### config.mk
export PLATFORM = sky130hd
export DESIGN_NAME = hazard_stall_ctrl
export DESIGN_NICKNAME = d
export VERILOG_FILES = /design/src/rtl/hazard_stall_ctrl_pkg.sv /design/src/rtl/hazard_stall_ctrl_mem_wait_fsm.sv /design/src/rtl/hazard_stall_ctrl.sv
export SDC_FILE = /design/constraint.sdc
export NUM_CORES = 1
export LEC_CHECK = 0
export ABC_CLOCK_PERIOD_IN_PS = 1500
export CORE_ASPECT_RATIO = 1.1
export CORE_MARGIN = 2
export CORE_UTILIZATION = 39
export DETAILED_ROUTE_END_ITERATION = 8
export HOLD_SLACK_MARGIN = 0.02
export PLACE_DENSITY = 0.74
export SYNTH_ARGS = -nofsm -noshare
export SYNTH_HDL_FRONTEND = slang
export SYNTH_SLANG_ARGS = --single-unit
export TNS_END_PERCENT = 10
### constraint.sdc
create_clock -name clk_i -period 1.5 [get_ports clk_i]
set_input_delay 0.3 -clock clk_i [delete_from_list [all_inputs] [get_ports clk_i]]
set_output_delay 0.3 -clock clk_i [all_outputs]
set_load 0.02 [all_outputs]
### src/rtl/hazard_stall_ctrl_pkg.sv
// Shared definitions for the pipeline hazard/stall sequencer and the ID-stage control decoder.
// Holds the memory-wait FSM encoding, opcode constants and the load-use hazard helper.
package hazard_stall_ctrl_pkg;

    localparam int REG_ADDR_W  = 5;
    localparam int TMO_W       = 8;
    localparam int MEM_TIMEOUT = 200;

    typedef enum logic [1:0] {
        RUN     = 2'd0,
        WAIT    = 2'd1,
        RECOVER = 2'd2
    } stallState_t;

    // RV32I major opcodes recognised by the control decoder
    localparam logic [6:0] OPC_R   = 7'b0110011;
    localparam logic [6:0] OPC_I   = 7'b0010011;
    localparam logic [6:0] OPC_LW  = 7'b0000011;
    localparam logic [6:0] OPC_SW  = 7'b0100011;
    localparam logic [6:0] OPC_BEQ = 7'b1100011;

    function automatic logic loadUseHazard(
        input logic                  exMemRead,
        input logic [REG_ADDR_W-1:0] exRd,
        input logic [REG_ADDR_W-1:0] idRs1,
        input logic [REG_ADDR_W-1:0] idRs2,
        input logic                  idUseRs2
    );
        logic rdLive;
        rdLive = exMemRead && (exRd != '0);
        return rdLive && ((exRd == idRs1) || (idUseRs2 && (exRd == idRs2)));
    endfunction

endpackage

### src/rtl/hazard_stall_ctrl_mem_wait_fsm.sv
// Data-memory wait sequencer: RUN -> WAIT on a miss, WAIT -> RECOVER on ready, with a
// saturating wait timer and a sticky timeout flag.
module mem_wait_fsm
    import hazard_stall_ctrl_pkg::*;
#(
    parameter int TMO_W       = hazard_stall_ctrl_pkg::TMO_W,
    parameter int MEM_TIMEOUT = hazard_stall_ctrl_pkg::MEM_TIMEOUT
) (
    input  logic        clk_i,
    input  logic        rst_i,
    input  logic        memMiss,
    input  logic        memReady,
    output stallState_t state,
    output logic        error_o
);

    localparam logic [TMO_W-1:0] TMO_LIMIT = TMO_W'(MEM_TIMEOUT);

    stallState_t      stateNext;
    logic [TMO_W-1:0] timer;
    logic [TMO_W-1:0] timerNext;
    logic [TMO_W-1:0] timerInc;
    logic             errorNext;

    assign timerInc = timer + 1'b1;

    always_ff @(posedge clk_i or negedge rst_i) begin
        if (!rst_i) begin
            state   <= RUN;
            timer   <= '0;
            error_o <= 1'b0;
        end else begin
            state   <= stateNext;
            timer   <= timerNext;
            error_o <= errorNext;
        end
    end

    always_comb begin
        stateNext = state;
        timerNext = timer;
        errorNext = error_o;
        case (state)
            RUN, RECOVER: begin
                timerNext = '0;
                stateNext = memMiss ? WAIT : RUN;
            end
            WAIT: begin
                if (memReady) begin
                    stateNext = RECOVER;
                    timerNext = '0;
                end else begin
                    // timer parks at the limit so it cannot wrap during a long hang
                    if (timer != TMO_LIMIT) timerNext = timerInc;
                    if (timerInc == TMO_LIMIT) errorNext = 1'b1;
                end
            end
            default: begin
                stateNext = RUN;
                timerNext = '0;
            end
        endcase
    end

endmodule

### src/rtl/hazard_stall_ctrl.sv
// Hazard and stall controller for the 5-stage core: load-use bubble, branch flush, memory freeze.
// Optional macro HAZARD_PERF_CNT_EN adds saturating stall/freeze/flush event counters.
module hazard_stall_ctrl
    import hazard_stall_ctrl_pkg::*;
#(
    parameter int TMO_W       = hazard_stall_ctrl_pkg::TMO_W,
    parameter int MEM_TIMEOUT = hazard_stall_ctrl_pkg::MEM_TIMEOUT
) (
    input  logic                  clk_i,
    input  logic                  rst_i,
    input  logic [REG_ADDR_W-1:0] ID_rs1_i,
    input  logic [REG_ADDR_W-1:0] ID_rs2_i,
    input  logic                  ID_use_rs2_i,
    input  logic [REG_ADDR_W-1:0] EX_rd_i,
    input  logic                  EX_MemRead_i,
    input  logic                  branch_taken_i,
    input  logic                  MEM_access_i,
    input  logic                  mem_ready_i,
    output logic                  NoOp_o,
    output logic                  PCWrite_o,
    output logic                  IFIDWrite_o,
    output logic                  Flush_o,
    output logic                  Freeze_o,
    output logic                  error_o
`ifdef HAZARD_PERF_CNT_EN
    ,
    output logic [31:0]           stall_cnt_o,
    output logic [31:0]           freeze_cnt_o,
    output logic [31:0]           flush_cnt_o
`endif
);

    stallState_t state;
    logic        memMiss;
    logic        loadUse;
    logic        noOp;
    logic        pcWrite;
    logic        ifidWrite;
    logic        flush;
    logic        freeze;

    assign memMiss = MEM_access_i && !mem_ready_i;
    assign loadUse = loadUseHazard(EX_MemRead_i, EX_rd_i, ID_rs1_i, ID_rs2_i, ID_use_rs2_i);

    mem_wait_fsm #(
        .TMO_W       (TMO_W),
        .MEM_TIMEOUT (MEM_TIMEOUT)
    ) u_mem_wait_fsm (
        .clk_i    (clk_i),
        .rst_i    (rst_i),
        .memMiss  (memMiss),
        .memReady (mem_ready_i),
        .state    (state),
        .error_o  (error_o)
    );

    // Freeze beats load-use beats flush; a miss freezes in the cycle it is seen so the access stays in MEM
    always_comb begin
        noOp      = 1'b0;
        pcWrite   = 1'b1;
        ifidWrite = 1'b1;
        flush     = 1'b0;
        freeze    = 1'b0;
        if ((state == WAIT) || memMiss) begin
            freeze    = 1'b1;
            pcWrite   = 1'b0;
            ifidWrite = 1'b0;
        end else if (loadUse) begin
            noOp      = 1'b1;
            pcWrite   = 1'b0;
            ifidWrite = 1'b0;
        end else begin
            flush = branch_taken_i;
        end
    end

    assign NoOp_o      = noOp;
    assign PCWrite_o   = pcWrite;
    assign IFIDWrite_o = ifidWrite;
    assign Flush_o     = flush;
    assign Freeze_o    = freeze;

`ifdef HAZARD_PERF_CNT_EN
    always_ff @(posedge clk_i or negedge rst_i) begin
        if (!rst_i) begin
            stall_cnt_o  <= '0;
            freeze_cnt_o <= '0;
            flush_cnt_o  <= '0;
        end else begin
            if (noOp && (stall_cnt_o != 32'hFFFF_FFFF))    stall_cnt_o  <= stall_cnt_o + 32'd1;
            if (freeze && (freeze_cnt_o != 32'hFFFF_FFFF)) freeze_cnt_o <= freeze_cnt_o + 32'd1;
            if (flush && (flush_cnt_o != 32'hFFFF_FFFF))   flush_cnt_o  <= flush_cnt_o + 32'd1;
        end
    end
`endif

endmodule

Word-level counts from Yosys, hierarchy flattened

Index checks and enable logic that the tools add are counted.

Memory bits (read-only): 0
Bits of input ports: 22
Register bits after elaboration: 11
Memories: 0
Bits in latches: 0
Word-level logic and storage cells: 37
RAM bits: 0
Output and inout port bits: 6

$add $sub $neg: 1
Muxes and demuxes: 13
Multiply operators: 0
Div/mod/pow operators: 0
Reduce and logical (&&, ||, !) cells: 11
Shifts and indexed selects: 0
Bitwise logic cells: 1
Eq/ne operators: 8
$lt $le $gt $ge: 0

Operator list:

| operator              | number |
|---|---|
| $mux W8               | 3 |
| $eq A5 B5 Y1          | 2 |
| $add A8 B1 Y8 const B | 1 |
| $eq A8 B8 Y1 const B  | 1 |
| $mux W1               | 8 |
| $ne A8 B8 Y1 const B  | 1 |
| $reduce_bool A5 Y1    | 1 |
| $logic_and A1 B1 Y1   | 4 |
| $pmux W2 S2           | 1 |
| $ne A3 B2 Y1 const B  | 1 |
| $reduce_and A3 Y1     | 1 |
| $eq A2 B1 Y1 const B  | 1 |
| $eq A2 B2 Y1 const B  | 1 |
| $logic_not A2 Y1      | 1 |
| $logic_or A1 B1 Y1    | 2 |
| $mux W2               | 1 |
| $ne A2 B2 Y1 const B  | 1 |
| $reduce_or A2 Y1      | 1 |
| $logic_not A1 Y1      | 1 |
| $not A1 Y1            | 1 |

Depth between registers and ports, before layout

Gate-level depths: netlist (run 1).

Depth after elaboration: 6
Mapped depth: 6
Mapped depth without buffers: 6

Modules after synthesis

Synthesis (run 1) repeated with hierarchy kept, for this count alone.

Cell total of the unflattened synthesis: 86
Area, all modules: 795.8 um2

Modules (own cells, without submodules):

| module            | instances | cells an instance | sequential area each (um2) | area an instance (um2) |
|---|---|---|---|---|
| mem_wait_fsm      | 1         | 61                | 275.3                      | 613.1 |
| hazard_stall_ctrl | 1         | 25                | 0.0                        | 182.7 |

Least setup slack after synthesis (run 1)

OpenSTA, ideal clock, no wires.

Path type: input to output
Start: in EX_rd_i[1]
End: out PCWrite_o
Path buffers: 1
Setup slack: -0.420 ns
Stages on the path: 4
Data arrival time: 1.620 ns
Data required time: 1.200 ns
Cell sequence: or4_1 -> o21a_1 -> a21oi_1 -> buf_4

Word-level cells in the longest chain between the ends: 6
Elaborated cells on any way between the ends: 9
Classes of those cells: eq/ne: 2; mux: 2; reduce/logical: 5

Ends and longest elaborated chain:

| element                 | line                        | source |
|---|---|---|
| start, declared         | hazard_stall_ctrl.sv:14     | `input logic [REG_ADDR_W-1:0] EX_rd_i,` |
| $eq A5 B5 Y1            | hazard_stall_ctrl_pkg.sv:31 | `return rdLive && ((exRd == idRs1) \|\| (idUseRs2 && (exRd == idRs2)));` |
| $logic_and A1 B1 Y1     | hazard_stall_ctrl_pkg.sv:31 |  |
| $logic_or A1 B1 Y1      | hazard_stall_ctrl_pkg.sv:31 |  |
| $logic_and A1 B1 Y1 *   | hazard_stall_ctrl_pkg.sv:31 |  |
| $mux W1 * (2 in series) | n/a                         |  |
| end, declared           | hazard_stall_ctrl.sv:20     | `output logic PCWrite_o,` |

Mark *: on every way between the ends. The rest lies on a longest branch, timed or not.

Final worst setup path (run 1)

Start: in EX_rd_i[4]
End: out Flush_o

Word-level cells in the longest chain between the ends: 6
Elaborated cells on any way between the ends: 9
Classes of those cells: eq/ne: 2; mux: 2; reduce/logical: 5

Ends and longest elaborated chain:

| element               | line                        | source |
|---|---|---|
| $eq A5 B5 Y1          | hazard_stall_ctrl_pkg.sv:31 |  |
| $logic_and A1 B1 Y1   | hazard_stall_ctrl_pkg.sv:31 |  |
| $logic_or A1 B1 Y1    | hazard_stall_ctrl_pkg.sv:31 |  |
| $logic_and A1 B1 Y1 * | hazard_stall_ctrl_pkg.sv:31 |  |
| $mux W1 *             | hazard_stall_ctrl.sv:68     | `end else if (loadUse) begin` |
| $mux W1 *             | hazard_stall_ctrl.sv:64     | `if ((state == WAIT) \|\| memMiss) begin` |
| end, declared         | hazard_stall_ctrl.sv:22     | `output logic Flush_o,` |

Marked as above.

==> flow_summary.ini, run 1 <==
[status]
status = finished with violations
failed_checks = setup timing

[setup_path]
cp-startpoint = EX_rd_i[4]
cp-end-kind = output port
critPathLaunchType = primary input
crit_type = in -> out
r2r_end = u_mem_wait_fsm.timer[1]
arrival_ps = 1510
cp.required_ps = 1200
cp_max_fo = 3
cpPeakStageDelay_ps = 520
path_buf_inv = 2
r2r-start = u_mem_wait_fsm.timer[1]
crit_end = Flush_o
path_cells = buf_6 > or4_4 > o21a_4 > a211oi_2 > buf_4
crit_family = simple AND/OR/NAND/NOR gates
cp.depth = 5
reg2reg_depth = 6
slowest_stage = or4_4
r2r_slack_ps = -60

[power_and_ir_drop]
power.internal_uw = 531
p_clk_share_pct = 27.9
seqPwrFrac_pct = 41.9
total_power_uw = 727
p_sw_uw = 196
pwr-share-comb_pct = 30.2
switching_share_pct = 26.9
ir_drop_mv = 0.501
powerDensity_nw_per_um2 = 578
power.leakage_nw = 0.597

[cells_and_area]
nets = 153
num_antenna_cells = 0
n_fill_cell = 141
final_cell_mix = buf_4, xnor2_1, dfrtp_1
seqCellArea_um2 = 275
multiInputGateArea_um2 = 517
fin_area_um2 = 1260
final_common_cell = buf_4
final_layout_size_suffix_gt1_share_pct = 32.3
area_growth_pct = 64.2

[logic_synthesis]
synth-xor-area-share_pct = 18.3
synth_top_area_share_pct = 35.9
ys.warnings.count = 0
ys_seq_area_share_pct = 35.9
synth-compound-area-share_pct = 11.1
synth_fa_ha_area_share_pct = 4.90
synth_flop_cell = dfrtp_1
synth_area_leaders = dfrtp_1, xnor2_1, ha_1
ys_types = 30
synth_nets = 108
synth_mux_area_share_pct = 1.31
ys_ff_latch = 11
synth_top_family_by_area = simple AND/OR/NAND/NOR gates
synth_top_area_cell = dfrtp_1
synthCells = 83
async_flop_share_pct = 100
synth_area_um2 = 766
synth_simple_gate_area_share_pct = 24.0
synth-edff-count = 0
syn_area_per_cell_um2 = 9.23

[drt]
drt_first_pass_iters = 4
drc_errors = 0
post_drt_wl_per_cell_um = 13.1
drt_wl_total_um = 2010
via_count = 771
viasPerCell = 5.01
drt_first_iter_violations = 17
antenna_left = 0

[grt]
grt_use_total_pct = 17.8
antenna_found_initial = 0
grt_pass1_wl_um = 3080
grt_max_degree = 12
grt_pass1_vias = 781
overflow = 0

[sta]
slew_violations = 0
relSlewSlack_pct = 67.1
setup_slack_ps = -308
finalHoldViolations = 0
period_share_pct = 121
fin_worst_skew_ps = 2.30
rsz0062_at_grt = yes
fin_crit_ps = 1810
fmax_mhz = 553
tightest_slew_ps = 492
setup_viol_count_final = 8

[clock_network]
cts_htree_levels = 1
clk_latency_ps = 270
cts_tree = yes
clock-sinks = 11
cts_buffer_depth = 2
cts_hold_buf = 0
cts_buffers = 3
path_clk_slew_ps = 70
cts-root-buf = clkbuf_4

[floorplanning]
rows = 16
start_util_pct = 42.0
io_pins = 28
dieArea_um2 = 2330
fp.coreArea_um2 = 1820
die_h_um = 50.5
die_w_um = 46.3

[placement]
dp_hpwl_um = 1590
placed_area_um2 = 1180
numPortBuffers = 27
place.gp.congestion = 0.865

[flow_run]
drv_cap = 0

[worst_hold_path]
hold_class = in -> async
## flip-flops by register name (all words and copies together) (netlist names)
name,count
u_mem_wait_fsm.timer,8
u_mem_wait_fsm.error_o,1
u_mem_wait_fsm.state,2
## cell families after synthesis
group / Yosys count
and+or+nand+nor: 31
xor gates and xnor gates: 16
AOI/OAI and AO/OA: 13
DFF: 11
buffers and inverters: 8
adders and majority gates: 3
muxes: 1
## per-layer routing
layer  track usage, %  part of all wire (%)  up-vias
met3             2.88                   8.7        5
met1             18.5                    40      352
met4             5.71                   1.8        0
met2             34.0                    49       40
met5                0                     0        -
li1                 -                     -      374
## cells in the mapped netlist, types with 2 or more instances
cell type and number:
nand2_1 3, xor2_1 3, nor2_1 9, inv_1 6, dfrtp_1 11, xnor2_1 13
o21ai_0 2, nand3_1 6, a211oi_1 2, a21oi_1 4, ha_1 3, nand2b_1 3
## power by group through the flow
stage / Combinational, mW / Clock, mW / Sequential, mW
floorplan: 0.0852 / 0 / 0.312
global placement: 0.210 / 0 / 0.310
detailed placement: 0.215 / 0 / 0.310
CTS: 0.207 / 0.212 / 0.305
global route: 0.239 / 0.223 / 0.305
finish: 0.220 / 0.203 / 0.305
## worst min-delay path by stage
| stage | from | to | slack [ps] |
|---|---|---|---|
| after detailed placement | u_mem_wait_fsm.error_o | u_mem_wait_fsm.error_o | 460 |
| after floorplan | rst_i | u_mem_wait_fsm.error_o | 4 |
| after global placement | u_mem_wait_fsm.error_o | u_mem_wait_fsm.error_o | 460 |
| final | rst_i | u_mem_wait_fsm.timer[5] | 360 |
| after CTS | rst_i | u_mem_wait_fsm.timer[5] | 380 |
| after global routing | rst_i | u_mem_wait_fsm.timer[5] | 400 |
## layout make-up
| cell class | instances | share of cell area (%) |
|---|---|---|
| well taps | 27 | 2.69 |
| inverters | 6 | 1.79 |
| flip-flops and latches | 11 | 21.9 |
| repair buffers | 42 | 30.4 |
| clock buffers | 4 | 2.09 |
| multi-input cells | 64 | 41.1 |
## stage by stage
step	util, %	instances	hold slack [ps]	setup slack [ps]	setup TNS [ps]
5_1_grt	69.0	154	404	-351	-1590
3_3_place_gp	64.8	149	457	-1090	-4700
2_1_floorplan	-	83	4.41	-221	-541
4_1_cts	65.9	154	382	-343	-1430
3_5_place_dp	64.8	149	460	-1120	-4920
6_report	69.0	154	360	-308	-1130
## repair_timing
action | 4_1_cts | 5_1_grt
endpoints found under the setup margin | 12 | 11
endpoints found under the hold margin | 0 | 0
pin swaps | 10 | 11
gates resized for setup | 47 | 18
buffers inserted | 1 | 0
No activity file was read; power rests on OpenSTA's default activity.
==> inputs of run 2 (changes only) <==
--- a/config.mk
+++ b/config.mk
@@ -6,12 +6,14 @@
 export NUM_CORES = 1
 export LEC_CHECK = 0
 export ABC_CLOCK_PERIOD_IN_PS = 1500
-export CORE_ASPECT_RATIO = 1.1
-export CORE_MARGIN = 2
-export CORE_UTILIZATION = 39
+export CELL_PAD_IN_SITES_DETAIL_PLACEMENT = 0
+export CELL_PAD_IN_SITES_GLOBAL_PLACEMENT = 1
+export CORE_ASPECT_RATIO = 2
+export CORE_MARGIN = 5
+export CORE_UTILIZATION = 28
 export DETAILED_ROUTE_END_ITERATION = 8
 export HOLD_SLACK_MARGIN = 0.02
-export PLACE_DENSITY = 0.74
+export PLACE_DENSITY_LB_ADDON = 0.1
 export SYNTH_ARGS = -nofsm -noshare
 export SYNTH_HDL_FRONTEND = slang
 export SYNTH_SLANG_ARGS = --single-unit
==> run 2 against run 1 <==
The flow still finishes with violations (setup timing). Non-clock buffer count increased by 1. Total power increased by 13%. Via count decreased by 1.2%. Global-route usage decreased by 5.1 points. Largest power group unchanged. First-iteration DRC count increased by 29%. Worst setup slack improved by 25 ps. Sequential power about the same. Register-to-register slack improved by 90 ps.
==> flow_summary.ini, run 2 (same netlist as run 1, synthesis figures left out) <==
[status]
status = finished with violations
failed_checks = setup timing

[drt]
post_drt_wl_per_cell_um = 14.0
drt_first_pass_iters = 4
antenna_left = 0
drc_errors = 0
via_count = 762
viasPerCell = 4.85
drt_first_iter_violations = 22
drt_wl_total_um = 2190

[grt]
antenna_found_initial = 0
grt_pass1_vias = 854
overflow = 0
grt_max_degree = 12
grt_pass1_wl_um = 3620
grt_use_total_pct = 12.7

[power_and_ir_drop]
power.leakage_nw = 0.581
ir_drop_mv = 0.577
powerDensity_nw_per_um2 = 648
total_power_uw = 823

[sta]
period_share_pct = 119
finalHoldViolations = 0
setup_slack_ps = -283
fin_worst_skew_ps = 2.54
relSlewSlack_pct = 65.1
slew_violations = 0
fin_crit_ps = 1780
setup_viol_count_final = 4
fmax_mhz = 561
tightest_slew_ps = 522
rsz0062_at_grt = yes

[floorplanning]
die_h_um = 84.0
fp.coreArea_um2 = 2700
rows = 27
dieArea_um2 = 3940
io_pins = 28
start_util_pct = 28.3
die_w_um = 47.0

[placement]
dp_hpwl_um = 1790
numPortBuffers = 27
dp_cells = 153
place.gp.congestion = 0.782

[cells_and_area]
num_antenna_cells = 0
multiInputGateArea_um2 = 513
final_layout_size_suffix_gt1_share_pct = 32.0
final_cell_mix = buf_4, xnor2_1, dlygate4sd2_1, dfrtp_1, nor2_1
seqCellArea_um2 = 275
fin_cells = 157
largest_register_ffs = 8
n_fill_cell = 277
final_common_cell = buf_4
top_regs = u_mem_wait_fsm.timer x8, u_mem_wait_fsm.state x2, u_mem_wait_fsm.error_o x1
nets = 154
largest-register = u_mem_wait_fsm.timer
area_growth_pct = 65.9

[worst_hold_path]
hold_class = in -> async

[flow_run]
drv_cap = 0

[clock_network]
cts_buffers = 3
path_clk_slew_ps = 50
cts_tree = yes
cts_buffer_depth = 2
cts_htree_levels = 1
cts-root-buf = clkbuf_8
clk_latency_ps = 240
clock-sinks = 11

[setup_path]
arrival_ps = 1480
cp_max_fo = 3
cp-end-kind = output port
cp.required_ps = 1200
critPathLaunchType = primary input
crit_type = in -> out
==> run 2: changes by cell type in the layout (fill, tap and decap cells not counted), sizes merged <==
cell,delta
clkdlybuf4s50,-2
dlymetal6s2s,-4
buf,+1
dlygate4sd2,+6
==> run 2: worst paths after layout <==
kind	startpoint	endpoint	slack (ps)	cells after the start
worst min register to register	u_mem_wait_fsm.error_o	u_mem_wait_fsm.error_o	470	1
worst max-delay path	EX_rd_i[4]	Flush_o	-280	5
worst max register to register	u_mem_wait_fsm.timer[0]	u_mem_wait_fsm.timer[1]	30	6
worst min-delay path	rst_i	u_mem_wait_fsm.timer[7]	410	1
min in group clk_i	u_mem_wait_fsm.error_o	u_mem_wait_fsm.error_o	470	1
max in group asynchronous	rst_i	u_mem_wait_fsm.state[1]	750	1
==> run 2: timing repair <==
action,in CTS,in global routing
resized for setup,59,7
endpoints found under the setup margin,11,10
pin swaps,12,6
hold buffers,0,0
buffers inserted,1,0
hold endpoints to repair,0,0
==> run 2: through the flow <==
step                      setup TNS (ps)  util, %  worst slack (ps)  hold slack, ps  cell area [um2]
final                              -1010     47.0              -283             405             1270
after global placement             -5180     44.3             -1130             462             1200
after detailed placement           -5150     44.3             -1120             470             1200
after CTS                          -1310     46.4              -347             425             1250
after global routing               -1370     47.0              -347             441             1270
after floorplan                     -541        -              -221            4.41              782
==> run 2: final cells by class <==
| type | count | share of cell area (%) |
|---|---|---|
| well taps | 29 | 2.86 |
| repair buffers | 43 | 29.8 |
| inverters | 6 | 1.77 |
| flip-flops and latches | 11 | 21.7 |
| multi-input cells | 64 | 40.4 |
| clock buffers | 4 | 3.55 |
==> run 2: report_power, final <==
group          internal (mW)  total (mW)  switching [mW]
registers              0.303       0.305         0.00231
logic                  0.122       0.215          0.0935
clock network          0.187       0.303           0.116
==> run 2: worst max-delay path, stage by stage <==
cell and delay [ps]:
buf_6 90, or4_4 530, o21a_4 230, a211oi_2 170, buf_4 160
==> run 2: routing by layer <==
metal	global-route usage (%)	up-vias	part of all wire [%]
met5	0	-	0
met2	22.3	29	55
li1	-	374	-
met3	2.81	9	7.7
met1	12.2	350	34
met4	7.56	0	3.3
==> inputs of run 3 (changes only) <==
--- a/config.mk
+++ b/config.mk
@@ -6,13 +6,13 @@
 export NUM_CORES = 1
 export LEC_CHECK = 0
 export ABC_CLOCK_PERIOD_IN_PS = 1500
+export CAP_MARGIN = 30
 export CELL_PAD_IN_SITES_DETAIL_PLACEMENT = 0
 export CELL_PAD_IN_SITES_GLOBAL_PLACEMENT = 1
 export CORE_ASPECT_RATIO = 2
 export CORE_MARGIN = 5
 export CORE_UTILIZATION = 28
 export DETAILED_ROUTE_END_ITERATION = 8
-export HOLD_SLACK_MARGIN = 0.02
 export PLACE_DENSITY_LB_ADDON = 0.1
 export SYNTH_ARGS = -nofsm -noshare
 export SYNTH_HDL_FRONTEND = slang
==> results of run 3 <==
The final DEF is identical to that of run 2; final timing and power are the same.
==> patch 1: new RTL, flow settings as in run 2 <==
The option `HAZARD_PERF_CNT_EN` is turned on by a define.
--- a/src/rtl/hazard_stall_ctrl.sv
+++ b/src/rtl/hazard_stall_ctrl.sv
@@ -1,5 +1,7 @@
 // Hazard and stall controller for the 5-stage core: load-use bubble, branch flush, memory freeze.
 // Optional macro HAZARD_PERF_CNT_EN adds saturating stall/freeze/flush event counters.
+`define HAZARD_PERF_CNT_EN
+
 module hazard_stall_ctrl
     import hazard_stall_ctrl_pkg::*;
 #(
Formal check against the unedited RTL (old outputs only; new: flush_cnt_o, freeze_cnt_o and stall_cnt_o): equivalent (Yosys induction, for registers that start in step).
==> patch 1 against run 2 <==
- the flow still finishes with violations (negative setup slack)
- final area increased to 7.1 times the old value
- routed wire length increased to 8.1 times the old value
- total power increased to 9.2 times the old value
- synthesized area increased to 7.1 times the old value
- global-route usage increased by 3.5 points
- clock skew increased by 5.1 ps
- sequential cell count increased by 96
- setup slack got worse by 100 ps
- clock power increased to 7.5 times the old value
- count of clock-buffer cells in the layout increased by 7
- first-iteration DRC count increased to 6.0 times the old value
- largest power group unchanged
- highest routed layer unchanged
==> patch 1: results (changes against run 2) <==
Hold Crit Class: input port to async pin
Critical Path Fanout Max: 2 (-1)
Slew @ Worst Pin: 450 ps (-71.8 ps)
Final worst setup slack: -383 ps (-100 ps)
Layout fillers: 1979 (+610%)
DRT iter0 DRCs: 133 (+500%)
First-pass GRT wire length: 28900 µm (+700%)
RR Endpoint: flush_cnt_o[7]$_DFFE_PN0P_
Clock Skew: 7.62 ps (+5.09 ps)
Clk_lat worst skew: 350 ps (+110 ps)
Vias per cell: 4.70 (-3.1%)
Crit path max-delay family: buffers and inverters
Mean Syn Cell Area: 10.2 µm² (+11%)
Switching part of the total: 30.2% (+4.5 points)
TNS Setup: -23890 ps (-22880 ps)
Dominant cells by area after synthesis: dfrtp_1 49%, xnor2_1 11%, xor2_1 5.3%
Worst r2r src: flush_cnt_o[1]$_DFFE_PN0P_
HPWL after detailed placement: 13700 µm (+670%)
Gr usage total: 16.2% (+3.5 points)
Pin count of the biggest net entering global routing: 47 (+35)
Arr. time, crit path: 1580 ps (+100 ps)
Dpl cells: 1096 (+620%)
Post-Syn Nets: 559 (+420%)
Top flop regs: flush_cnt_o (32), freeze_cnt_o (32), stall_cnt_o (32)
Met2 usage in global routing: 32.3% (+10 points)
Placer Congestion: 0.796 (+1.8%)
Worst slack, placed: -1340 ps (-225 ps)
Average wire per standard cell: 15.9 µm (+14%)
Syn. warnings: 0 (unchanged)
Leakage: 0.00425 µW (+630%)
Root Driver: clkbuf_16
Failing checks: negative setup slack
GR Util met1: 15.6% (+3.4 points)
Status: finished with violations
Yosys cell types: 49 (+63%)
Layout cells sized above 1: 47.3% (+15 points)
Top cells by count, synth: 107 x dfrtp_1, 71 x xnor2_1, 55 x nand3_1
Sequential element share of the synthesized area: 49.3% (+13 points)
Final wirelength: 17700 µm (+710%)
Max incr delay on CP: 300 ps (-230 ps)
Nets: 881 (+470%)
Port bufs: 123 (+360%)
Max IR drop VDD: 0.000495 V (-14%)
Setup violations, final: 102 (+98)
Slowest stage cell, crit path: nor4_2
Global-route met3 utilization: 3.12% (+0.31 points)
Worst hold margin: 347 ps (-58.3 ps)
Vias in the first global route: 5862 (+590%)
# H-tree levels: 3 (+2)
patch 1: cell count changes in the layout (fill, tap and decap cells not counted), sizes merged, moves of 31 or more:
cell	delta
xnor2	+58
clkdlybuf4s15	+36
nor2	+31
dfrtp	+96
clkbuf	+53
nand4	+40
buf	+203
nand3	+49
patch 1: how the worst max path moves through the flow:
| stage | start | endpoint | slack (ps) | cells after the start |
|---|---|---|---|---|
| 4_1_cts | ID_rs2_i[2] | NoOp_o | -410 | 8 |
| 3_5_place_dp | EX_rd_i[3] | NoOp_o | -1340 | 8 |
| 3_3_place_gp | EX_rd_i[3] | NoOp_o | -1310 | 8 |
| 6_report | ID_rs2_i[2] | NoOp_o | -380 | 8 |
| 5_1_grt | flush_cnt_o[16]$_DFFE_PN0P_ | flush_cnt_o[20]$_DFFE_PN0P_ | -460 | 5 |
| 2_1_floorplan | flush_cnt_o[0]$_DFFE_PN0P_ | flush_cnt_o[1]$_DFFE_PN0P_ | -560 | 7 |
patch 1: kinds of logic after synthesis:
logic type                 Yosys count  synth area share [%]
DFF                                107                  49.3
buffers and inverters               25                  2.00
xor gates and xnor gates           104                  16.8
AOI/OAI and AO/OA                   22                  2.99
and+or+nand+nor                    263                  26.8
adders and majority gates            6                  1.38
muxes                                4                 0.805
patch 1: per-layer routing:
layer  vias to the layer above  part of all wire [%]
met5                         -                     0
met4                         0                   2.7
met3                        27                   3.4
met2                        92                    59
met1                      2600                    35
li1                       2535                     -
patch 1: final cells by class:
cell class	count	area share [%]
multi-input combinational	400	34.3
sequential	107	30.0
timing repair buffer	325	28.7
tap	259	3.62
clock buffer	11	2.71
inverter	10	0.419
clock inverter	5	0.321
patch 1: repair_timing:
| item | 4_1_cts | 5_1_grt |
|---|---|---|
| pin swaps | 41 | 23 |
| hold buffers | 1 | 0 |
| endpoints found under the setup margin | 204 | 163 |
| buffers inserted | 3 | 0 |
| cloned | 1 | 0 |
| endpoints found under the hold margin | 9 | 0 |
| gates resized for setup | 362 | 95 |
patch 1: stage by stage:
step	instance area [µm²]	total power, µW
floorplan	5470	4090
global placement	8490	5320
detailed placement	8490	5360
CTS	9060	7670
global route	8960	7940
finish	8960	7550
patch 1: power groups by stage:
| stage | Combinational (µW) | Clock, µW | Sequential [µW] |
|---|---|---|---|
| floorplan | 434 | 0 | 3660 |
| finish | 2010 | 2260 | 3280 |
| global route | 2190 | 2450 | 3310 |
| global placement | 2020 | 0 | 3300 |
| detailed placement | 2040 | 0 | 3320 |
| CTS | 2040 | 2360 | 3260 |
==> patch 2: new RTL, config.mk and constraints of run 2 <==
Without the edit above. Re-encode `stallState_t` (3 states) as one-hot, 3 bits wide.
--- a/src/rtl/hazard_stall_ctrl_pkg.sv
+++ b/src/rtl/hazard_stall_ctrl_pkg.sv
@@ -6,10 +6,10 @@
     localparam int TMO_W       = 8;
     localparam int MEM_TIMEOUT = 200;
 
-    typedef enum logic [1:0] {
-        RUN     = 2'd0,
-        WAIT    = 2'd1,
-        RECOVER = 2'd2
+    typedef enum logic [2:0] {
+        RUN     = 3'b001,
+        WAIT    = 3'b010,
+        RECOVER = 3'b100
     } stallState_t;
 
     // RV32I major opcodes recognised by the control decoder
Function: no difference found for any inputs over 10 cycles, from zero or initial values and one cycle with rst_i low; not proved beyond that.
==> patch 2 against run 2 <==
- the run still ends with negative setup slack left
- routed wire length increased by 5.5%
- setup slack improved by 3.1 ps
- utilization increased by 0.69 points
- die area increased by 6.7%
- synthesized area increased by 8.0%
- sequential cell count increased by 1
- total power increased by 9.5%
- via count increased by 7.1%
- sequential power increased by 9.8%
- final area increased by 9.2%
- clock power increased by 20%
- critical path type unchanged
- critical endpoint unchanged
==> patch 2: results (changes against run 2) <==
Rel. slew slack: 77.9% (+13 points)
Clock Skew: 0.994 ps (-1.54 ps)
Layout fillers: 314 (+13%)
Arr. time, crit path: 1480 ps (about the same)
Mux cell area share after synthesis: 3.78% (+2.5 points)
Adder-Cell Fraction of Synth Area: 4.54% (-0.36 points)
Via count: 816 (+7.1%)
Ys async rst share: 100% (unchanged)
Placer Congestion: 0.829 (+5.9%)
Status: finished with violations
Internal power: 680 µW (+11%)
Post-Syn Nets: 113 (+4.6%)
Failing checks: negative setup slack
First-pass GRT wire length: 3920 µm (+8.4%)
Port bufs: 27 (unchanged)
Vias in the first global route: 874 (+2.3%)
CTS Buffer Depth: 2 (unchanged)
Post-Synth XOR/XNOR Area: 16.9% (-1.4 points)
Clk_lat worst skew: 250 ps
Max IR drop VDD: 0.000543 V (-5.9%)
Top flop regs: u_mem_wait_fsm.timer (8), u_mem_wait_fsm.state (3), u_mem_wait_fsm.error_o (1)
Num CTS Buffers: 3 (unchanged)
DRT iter0 DRCs: 12 (-45%)
Root Driver: clkbuf_8
Gr usage total: 12.0% (-0.70 points)
Dominant cells by area after synthesis: dfrtp_1 33%, xnor2_1 15%, ha_1 4.5%
Top cells by count, synth: 14 x xnor2_1, 11 x dfrtp_1, 9 x nor2_1
Area after DPL: 1290 µm² (+7.5%)
Final worst setup slack: -280 ps (+3.06 ps)
Hold Crit Class: input port to async pin
Sequential element share of the synthesized area: 36.5% (+0.51 points)
Layout cells sized above 1: 36.8% (+4.7 points)
Setup violations, final: 7 (+3)
Nets: 162 (+5.2%)
Critical Path Fanout Max: 3 (unchanged)
Pin count of the biggest net entering global routing: 13 (+1)
Drt pass-1 iters: 4 (unchanged)
Yosys cell types: 34 (+13%)
HPWL after detailed placement: 1810 µm (+0.70%)
CTS clk-pin slew, worst paths: 50 ps (about the same)
Final wirelength: 2310 µm (+5.5%)
# H-tree levels: 1 (unchanged)
Compound-Gate Fraction of Synth Area: 8.47% (-2.6 points)
Leakage: 0.000649 µW (+12%)
Max-cap viol count: 0 (unchanged)
Syn. warnings: 0 (unchanged)
Largest family of logic cells by synthesized area: simple AND/OR/NAND/NOR gates
N_diodes: 0 (unchanged)
[patch 2: changes by cell type after synthesis, moves of 2 or more]
cell      before  now
nand2b_1       3    1
nand3_1        6    3
a21oi_1        4    2
nor3_1         1    3
nand2_1        3    6
[patch 2: final timing paths]
path                       slack (ps)                             endpoint                                 from  depth (start not counted)
max in group asynchronous         920  u_mem_wait_fsm.state[0]$_DFFE_PN1P_                                rst_i                          2
min reg2reg                       470   u_mem_wait_fsm.error_o$_DFFE_PN0P_   u_mem_wait_fsm.error_o$_DFFE_PN0P_                          1
min                               350  u_mem_wait_fsm.timer[6]$_DFFE_PN0P_                                rst_i                          2
max reg2reg                       -80   u_mem_wait_fsm.error_o$_DFFE_PN0P_  u_mem_wait_fsm.state[2]$_DFFE_PN0P_                          5
max                              -280                              Flush_o                           EX_rd_i[2]                          5
min in group clk_i                470   u_mem_wait_fsm.error_o$_DFFE_PN0P_   u_mem_wait_fsm.error_o$_DFFE_PN0P_                          1
[patch 2: area by class of cell]
class	instances	area share (%)
well taps	30	2.71
inverters	7	1.90
flip-flops and latches	12	21.8
repair buffers	46	29.1
multi-input cells	67	40.6
clock buffers	4	3.97
[patch 2: metal layers]
metal,GRT usage [%],vias up,routed length (µm)
met5,0,-,0
met4,6.05,0,52
met3,2.57,5,82
met2,23.8,21,1360
met1,10.8,391,820
li1,-,399,-
[patch 2: cells by family after synthesis]
logic type      Yosys count
fa+ha+maj                 3
flops                    12
mux                       3
xor+xnor                 16
simple gates             35
compound gates           10
buf+inv                   9
[patch 2: per-stage QoR]
step | setup TNS, ps | utilization (%) | worst slack [ps] | power, µW | std cells
after detailed placement | -7800 | 44.3 | -1130 | 540 | 162
after floorplan | -545 | - | -220 | 420 | 88
after CTS | -1730 | 46.6 | -348 | 908 | 167
after global placement | -7640 | 44.3 | -1130 | 538 | 162
after global routing | -1550 | 47.7 | -299 | 949 | 166
final | -1150 | 47.7 | -280 | 901 | 166
[patch 2: what timing repair did]
action                                  in CTS  in global routing
gates resized for setup                     56                 16
endpoints found under the setup margin      15                 12
buffers inserted                             1                  0
pin swaps                                   14                 13
[patch 2: power by group through the flow]
stage / clock [µW] / combinational, µW / sequential, µW
finish: 363 / 203 / 335
global placement: 0 / 198 / 340
detailed placement: 0 / 200 / 341
floorplan: 0 / 78.2 / 342
global route: 393 / 220 / 336
CTS: 380 / 193 / 335
[patch 2: critical path, cell delays in order]
cell      delay (ps)
buf_6             90
or4_4            520
o21a_4           230
a211oi_2         170
buf_4            170
